## config.mk

```make
export PLATFORM = sky130hd
export DESIGN_NAME = uart_rx_frame_flat
export DESIGN_NICKNAME = d
export VERILOG_FILES = /design/src/rtl/uart_rx_frame_if.sv /design/src/rtl/uart_rx_frame.sv /design/src/flat_wrapper.sv
export SDC_FILE = /design/constraint.sdc
export NUM_CORES = 1
export LEC_CHECK = 0
export CAP_MARGIN = 15
export CELL_PAD_IN_SITES_DETAIL_PLACEMENT = 1
export CELL_PAD_IN_SITES_GLOBAL_PLACEMENT = 2
export CORE_ASPECT_RATIO = 1.75
export CORE_MARGIN = 3
export CORE_UTILIZATION = 35
export CTS_CLUSTER_DIAMETER = 40
export DETAILED_ROUTE_END_ITERATION = 10
export PLACE_DENSITY = 0.81
export SLEW_MARGIN = 20
export SYNTH_ARGS = -nofsm -noshare
export SYNTH_HDL_FRONTEND = slang
export SYNTH_SLANG_ARGS = --single-unit
```

## constraint.sdc

```tcl
create_clock -name CLK -period 3.9 [get_ports CLK]
set_input_delay 0.78 -clock CLK [delete_from_list [all_inputs] [get_ports CLK]]
set_output_delay 0.78 -clock CLK [all_outputs]
set_load 0.005 [all_outputs]
```

## src/rtl/uart_rx_frame_if.sv

```systemverilog
// Receive-side bus bundle for the UART frame engine: serial line and frame config in,
// received byte and status pulses out.
interface uart_rx_frame_if #(
    parameter int unsigned DATA_WIDTH = 8,
    parameter int unsigned PRESC_W    = 6
);
    logic                  RX_IN;
    logic                  PAR_EN;
    logic                  PAR_TYP;
    logic [PRESC_W-1:0]    Prescale;
    logic [DATA_WIDTH-1:0] P_DATA;
    logic                  data_valid;
    logic                  par_err;
    logic                  stp_err;

    modport master (
        output RX_IN, PAR_EN, PAR_TYP, Prescale,
        input  P_DATA, data_valid, par_err, stp_err
    );

    modport slave (
        input  RX_IN, PAR_EN, PAR_TYP, Prescale,
        output P_DATA, data_valid, par_err, stp_err
    );
endinterface

```

## src/rtl/uart_rx_frame.sv

```systemverilog
// UART receive frame engine: start detect, 2-of-3 mid-bit majority vote, LSB-first
// deserialization, parity and stop checks, registered byte/status pulses.
module uart_rx_frame #(
    parameter int unsigned DATA_WIDTH = 8,
    parameter int unsigned PRESC_W    = 6
) (
    input  logic CLK,
    input  logic RST,
    uart_rx_frame_if.slave bus
);
    localparam int unsigned CNT_W = $clog2(DATA_WIDTH + 1);

    typedef enum logic [2:0] {S_IDLE, S_START, S_DATA, S_PARITY, S_STOP} state_t;

    state_t                r_state,    w_state_nxt;
    logic [PRESC_W-1:0]    r_edge_cnt, w_edge_nxt;
    logic [PRESC_W-1:0]    r_presc,    w_presc_nxt;
    logic                  r_par_en,   w_par_en_nxt;
    logic                  r_par_typ,  w_par_typ_nxt;
    logic [CNT_W-1:0]      r_bit_cnt,  w_bit_cnt_nxt;
    logic [DATA_WIDTH-1:0] r_shift,    w_shift_nxt;
    logic [DATA_WIDTH-1:0] r_pdata,    w_pdata_nxt;
    logic [1:0]            r_samp,     w_samp_nxt;
    logic                  r_bit,      w_bit_nxt;
    logic                  r_par_fail, w_par_fail_nxt;
    logic                  r_dv,       w_dv_nxt;
    logic                  r_pe,       w_pe_nxt;
    logic                  r_se,       w_se_nxt;

    logic [PRESC_W-1:0]    w_half;
    logic [PRESC_W-1:0]    w_last;
    logic                  w_on_last;
    logic                  w_samp0_hit;
    logic                  w_samp1_hit;
    logic                  w_samp2_hit;
    logic                  w_vote;

    assign w_half      = r_presc >> 1;
    assign w_last      = r_presc - PRESC_W'(1);
    assign w_on_last   = (r_edge_cnt == w_last);
    assign w_samp0_hit = (r_edge_cnt == w_half - PRESC_W'(1));
    assign w_samp1_hit = (r_edge_cnt == w_half);
    assign w_samp2_hit = (r_edge_cnt == w_half + PRESC_W'(1));
    // Third sample comes straight off the line so the vote is ready in the same cycle.
    assign w_vote      = (r_samp[0] & r_samp[1]) | (r_samp[0] & bus.RX_IN) | (r_samp[1] & bus.RX_IN);

    assign bus.P_DATA     = r_pdata;
    assign bus.data_valid = r_dv;
    assign bus.par_err    = r_pe;
    assign bus.stp_err    = r_se;

    // State and datapath registers.
    always_ff @(posedge CLK or negedge RST) begin
        if (!RST) begin
            r_state    <= S_IDLE;
            r_edge_cnt <= '0;
            r_presc    <= '0;
            r_par_en   <= 1'b0;
            r_par_typ  <= 1'b0;
            r_bit_cnt  <= '0;
            r_shift    <= '0;
            r_pdata    <= '0;
            r_samp     <= '0;
            r_bit      <= 1'b0;
            r_par_fail <= 1'b0;
            r_dv       <= 1'b0;
            r_pe       <= 1'b0;
            r_se       <= 1'b0;
        end else begin
            r_state    <= w_state_nxt;
            r_edge_cnt <= w_edge_nxt;
            r_presc    <= w_presc_nxt;
            r_par_en   <= w_par_en_nxt;
            r_par_typ  <= w_par_typ_nxt;
            r_bit_cnt  <= w_bit_cnt_nxt;
            r_shift    <= w_shift_nxt;
            r_pdata    <= w_pdata_nxt;
            r_samp     <= w_samp_nxt;
            r_bit      <= w_bit_nxt;
            r_par_fail <= w_par_fail_nxt;
            r_dv       <= w_dv_nxt;
            r_pe       <= w_pe_nxt;
            r_se       <= w_se_nxt;
        end
    end

    // Next-state and next-output logic.
    always_comb begin
        w_state_nxt    = r_state;
        w_edge_nxt     = r_edge_cnt;
        w_presc_nxt    = r_presc;
        w_par_en_nxt   = r_par_en;
        w_par_typ_nxt  = r_par_typ;
        w_bit_cnt_nxt  = r_bit_cnt;
        w_shift_nxt    = r_shift;
        w_pdata_nxt    = r_pdata;
        w_samp_nxt     = r_samp;
        w_bit_nxt      = r_bit;
        w_par_fail_nxt = r_par_fail;
        w_dv_nxt       = 1'b0;
        w_pe_nxt       = 1'b0;
        w_se_nxt       = 1'b0;

        if (r_state != S_IDLE) begin
            w_edge_nxt = w_on_last ? '0 : r_edge_cnt + PRESC_W'(1);
            if (w_samp0_hit) w_samp_nxt[0] = bus.RX_IN;
            if (w_samp1_hit) w_samp_nxt[1] = bus.RX_IN;
            if (w_samp2_hit) w_bit_nxt     = w_vote;
        end

        case (r_state)
            S_IDLE: begin
                // The detect cycle itself is edge 0 of the start bit.
                if (!bus.RX_IN) begin
                    w_state_nxt    = S_START;
                    w_edge_nxt     = PRESC_W'(1);
                    w_presc_nxt    = bus.Prescale;
                    w_par_en_nxt   = bus.PAR_EN;
                    w_par_typ_nxt  = bus.PAR_TYP;
                    w_bit_cnt_nxt  = '0;
                    w_par_fail_nxt = 1'b0;
                end
            end
            S_START: begin
                if (w_samp2_hit && w_vote) begin
                    w_state_nxt = S_IDLE;
                    w_edge_nxt  = '0;
                end else if (w_on_last) begin
                    w_state_nxt = S_DATA;
                end
            end
            S_DATA: begin
                if (w_on_last) begin
                    w_shift_nxt = {r_bit, r_shift[DATA_WIDTH-1:1]};
                    if (r_bit_cnt == CNT_W'(DATA_WIDTH - 1)) begin
                        w_bit_cnt_nxt = '0;
                        w_state_nxt   = r_par_en ? S_PARITY : S_STOP;
                    end else begin
                        w_bit_cnt_nxt = r_bit_cnt + CNT_W'(1);
                    end
                end
            end
            S_PARITY: begin
                if (w_on_last) begin
                    w_par_fail_nxt = (r_bit != (^r_shift ^ r_par_typ));
                    w_pe_nxt       = w_par_fail_nxt;
                    w_state_nxt    = S_STOP;
                end
            end
            S_STOP: begin
                if (w_on_last) begin
                    w_se_nxt = ~r_bit;
                    if (!r_par_fail && r_bit) begin
                        w_pdata_nxt = r_shift;
                        w_dv_nxt    = 1'b1;
                    end
                    w_state_nxt = S_IDLE;
                end
            end
            default: begin
                w_state_nxt = S_IDLE;
                w_edge_nxt  = '0;
            end
        endcase
    end
endmodule
```

## src/flat_wrapper.sv

```systemverilog
// flat-port wrapper written by rule: the top's interface ports become plain ports
module uart_rx_frame_flat 
#(
    parameter int unsigned DATA_WIDTH = 8,
    parameter int unsigned PRESC_W    = 6
)
  (CLK, RST, bus_RX_IN, bus_PAR_EN, bus_PAR_TYP, bus_Prescale, bus_P_DATA, bus_data_valid, bus_par_err, bus_stp_err);
  uart_rx_frame_if #(.DATA_WIDTH(DATA_WIDTH), .PRESC_W(PRESC_W)) bus_i ();
  input  logic CLK;
  input  logic RST;
  input wire logic [$bits(bus_i.RX_IN)-1:0] bus_RX_IN;
  input wire logic [$bits(bus_i.PAR_EN)-1:0] bus_PAR_EN;
  input wire logic [$bits(bus_i.PAR_TYP)-1:0] bus_PAR_TYP;
  input wire logic [$bits(bus_i.Prescale)-1:0] bus_Prescale;
  output wire logic [$bits(bus_i.P_DATA)-1:0] bus_P_DATA;
  output wire logic [$bits(bus_i.data_valid)-1:0] bus_data_valid;
  output wire logic [$bits(bus_i.par_err)-1:0] bus_par_err;
  output wire logic [$bits(bus_i.stp_err)-1:0] bus_stp_err;
  assign bus_i.RX_IN = bus_RX_IN;
  assign bus_i.PAR_EN = bus_PAR_EN;
  assign bus_i.PAR_TYP = bus_PAR_TYP;
  assign bus_i.Prescale = bus_Prescale;
  assign bus_P_DATA = bus_i.P_DATA;
  assign bus_data_valid = bus_i.data_valid;
  assign bus_par_err = bus_i.par_err;
  assign bus_stp_err = bus_i.stp_err;
  uart_rx_frame #(.DATA_WIDTH(DATA_WIDTH), .PRESC_W(PRESC_W)) u_core (.CLK(CLK), .RST(RST), .bus(bus_i));
endmodule
```

==> flow_summary.yaml <==
drt:
  drcViolationCount: 0
  dr_total_vias: 1832
  wl_per_cell_microns: 17.4
  viasPerCell: 5.37
  ant_nets: 0
  drt_pass1_iterations: 4
  wl_microns: 5940
  drtIter0Drc: 50
final_layout:
  nFillCells: 724
  utilization: 0.436
  num_antenna_cells: 0
  seq_area_sq_um: 1100
  multi_input_comb_area_sq_um: 1290
  design_area_sq_um: 2910
  drive_gt1_frac: 0.154
  layout.nets: 275
  syn2layout_area_growth_pct: 18.2
clock_network:
  hold_buffers: 0
  cts_setup_buffers: 0
  clkSinkCount: 44
  clk_pin_slew_ps: 60
  numCtsBuffers: 5
  cts_root_buffer: "clkbuf_16"
  cts.path.max_buffers: 2
  clkLatencyLatePin_ps: 290
  htreeDepth: 2
  cts_tree: "yes"
  cts.repair.resized: 0
global_routing:
  overflow: 0
  grt_pass1_vias: 2079
  grt_usage: 0.162
  grt_max_degree: 45
  grt_pass1_wl_microns: 10200
  antenna_found_initial: 0
logic_synthesis:
  syn_area_per_cell_sq_um: 10.4
  ys_top_cells_by_area: "dfrtp_1 (45%), mux2_2 (8.7%), xor2_1 (5.7%), xnor2_1 (5.3%), nand2_1 (4.9%)"
  ys_warn_count: 0
  synth_nets: 255
  ys_ff_latch: 44
  synth_top_cell_by_area: "dfrtp_1"
  synth_enable_flop_cells: 0
  syn_inst: 238
  synth_top_cell_area_share: 0.447
  synth_ff_type: "dfrtp_1"
  synth_cell_types: 51
  yosysSeqAreaShare: 0.447
  ys_async_sr_fraction: 1.00
  syn_area_sq_um: 2460
placed_design:
  placed_area_sq_um: 2740
  port_buffers: 21
  gp_congestion: 0.809
  place_ws_ps: 1060
  dpl.hpwl_microns: 4400
timing:
  layout_min_cycle_time_ps: 2840
  post-route-period-util: 0.728
  drv_slew: 0
  hold_viol: 0
  skew_ps: 4.25
  tightest_slew_ps: 571
  slew_headroom: 0.620
  setup-violations-final: 0
  rsz0062_at_grt: "no"
  tns_ps: 0
  fin_ws_ps: 1060
  fmax_mhz: 352
floorplanning:
  die_area_sq_um: 8120
  die_width_microns: 69.4
  fp.coreArea_sq_um: 6690
  io_pins: 22
  die_h_microns: 117
  num_rows: 39
  start_util: 0.369
critical_path:
  cp_data_arrival_time_ps: 3010
  cp-start-kind: "flip-flop"
  r2r_end: "u_core.bus.P_DATA[4]"
  r2r_start: "u_core.r_presc[2]"
  critPathMaxFanout: 9
  path_class: "flip-flop to flip-flop"
  rr_worst_depth: 8
  worst-r2r-setup-slack_ps: 1060
  endpoint_kind: "flip-flop"
  required_ps: 4070
hold_path:
  hold_path.class: "input port to asynchronous set/reset pin"
power:
  p_leak_uw: 0.00129
  max-vdd-ir-drop_mv: 0.417
  p_per_area_nw_per_um2: 742
job:
  max_cap_violations: 0
run_status:
  status: "complete, no violations"
cell usage in the layout, fill, tap and decap left out, types with 2 or more instances in the layout:
master           instances
nand3b_1                 2
nand3_1                  8
a32o_1                   2
or3_1                    3
nand2_1                 32
nand4_1                  3
nor2_1                  13
nand2b_1                 3
o21ai_0                 11
nor3_1                   6
mux2_2                  19
clkinv_4                 2
nor3_4                   2
ha_1                     6
buf_4                    3
a31oi_2                  2
clkbuf_16                5
xor2_1                  16
and4_1                   2
inv_1                    7
nor4_1                   4
clkdlybuf4s50_1         20
dfrtp_1                 44
xnor2_1                 15
o41ai_1                  2
cells by family (layout without fill, tap and decap cells):
family                     count (synthesis)  in the layout  share of synthesized area
and+or+nand+nor                           88             88                      0.190
xor gates and xnor gates                  31             31                      0.110
buffers and inverters                     17             38                     0.0305
DFF                                       44             44                      0.447
adders and majority gates                  7              7                     0.0345
muxes                                     19             19                     0.0868
AOI/OAI and AO/OA                         32             32                      0.101
state kept, by name (all words and copies together), names as in the netlist:
name and cells:
u_core.bus.P_DATA 8, u_core.bus.data_valid 1, u_core.bus.par_err 1, u_core.bus.stp_err 1, u_core.r_bit 1, u_core.r_bit_cnt 4
u_core.r_edge_cnt 6, u_core.r_par_en 1, u_core.r_par_fail 1, u_core.r_par_typ 1, u_core.r_presc 6, u_core.r_samp 2
u_core.r_shift 8, u_core.r_state 3
per-stage QoR:
stage	instances	hold WS, ps	power [uW]
after floorplan	238	451	1450
after global placement	333	484	1660
after detailed placement	333	482	1680
after CTS	341	497	2180
after global routing	341	528	2330
final	341	489	2160
worst max path at each step:
stage                            startpoint              endpoint  slack [ps]  depth (start not counted)
after floorplan           u_core.r_presc[2]  u_core.bus.P_DATA[0]        1390                         10
after global placement    u_core.r_presc[2]  u_core.bus.P_DATA[6]        1160                          8
after detailed placement  u_core.r_presc[2]  u_core.bus.P_DATA[4]        1060                          8
after CTS                 u_core.r_presc[2]  u_core.bus.P_DATA[4]        1030                          8
after global routing      u_core.r_presc[2]  u_core.bus.P_DATA[4]         830                          8
final                     u_core.r_presc[2]  u_core.bus.P_DATA[4]        1060                          8
cell usage after synthesis, drive strengths merged (2+ instances only):
cell type  number
nand2b          3
o41ai           2
dfrtp          44
a31oi           2
o21ai          11
or3             3
inv             7
nand2          32
nand4           3
ha              6
nand3b          2
nor4            4
xor2           16
clkbuf          4
a32o            2
and4            2
nand3           8
buf             6
nor3            8
mux2           19
nor2           14
xnor2          15
final cells by class:
type	instances	share of cell area
sequential	44	0.378
tap	82	0.0352
clock inverter	3	0.0163
inverter	7	0.00902
multi-input combinational	177	0.442
clock buffer	5	0.0430
timing repair buffer	23	0.0765
where the power goes:
| part | internal, uW | total [uW] | switching, uW |
|---|---|---|---|
| logic | 404 | 927 | 523 |
| clock network | 304 | 484 | 180 |
| registers | 564 | 751 | 188 |
| total | 1270 | 2160 | 891 |
critical path: stages (launching register included):
cell	delay, ps
dfrtp_1	480
inv_1	150
ha_1	220
a21boi_1	280
and3_1	210
o2111ai_2	200
nor2_2	360
and4bb_2	450
mux2_2	380
layer usage:
layer	vias up	global-route usage	share of wire	routed length (microns)
li1	873	-	-	-
met1	915	0.167	0.39	2310
met2	30	0.318	0.56	3340
met3	14	0.0256	0.019	112
met4	0	0.0756	0.030	177
met5	-	0	0	0
(Power assumes the default switching activity.)
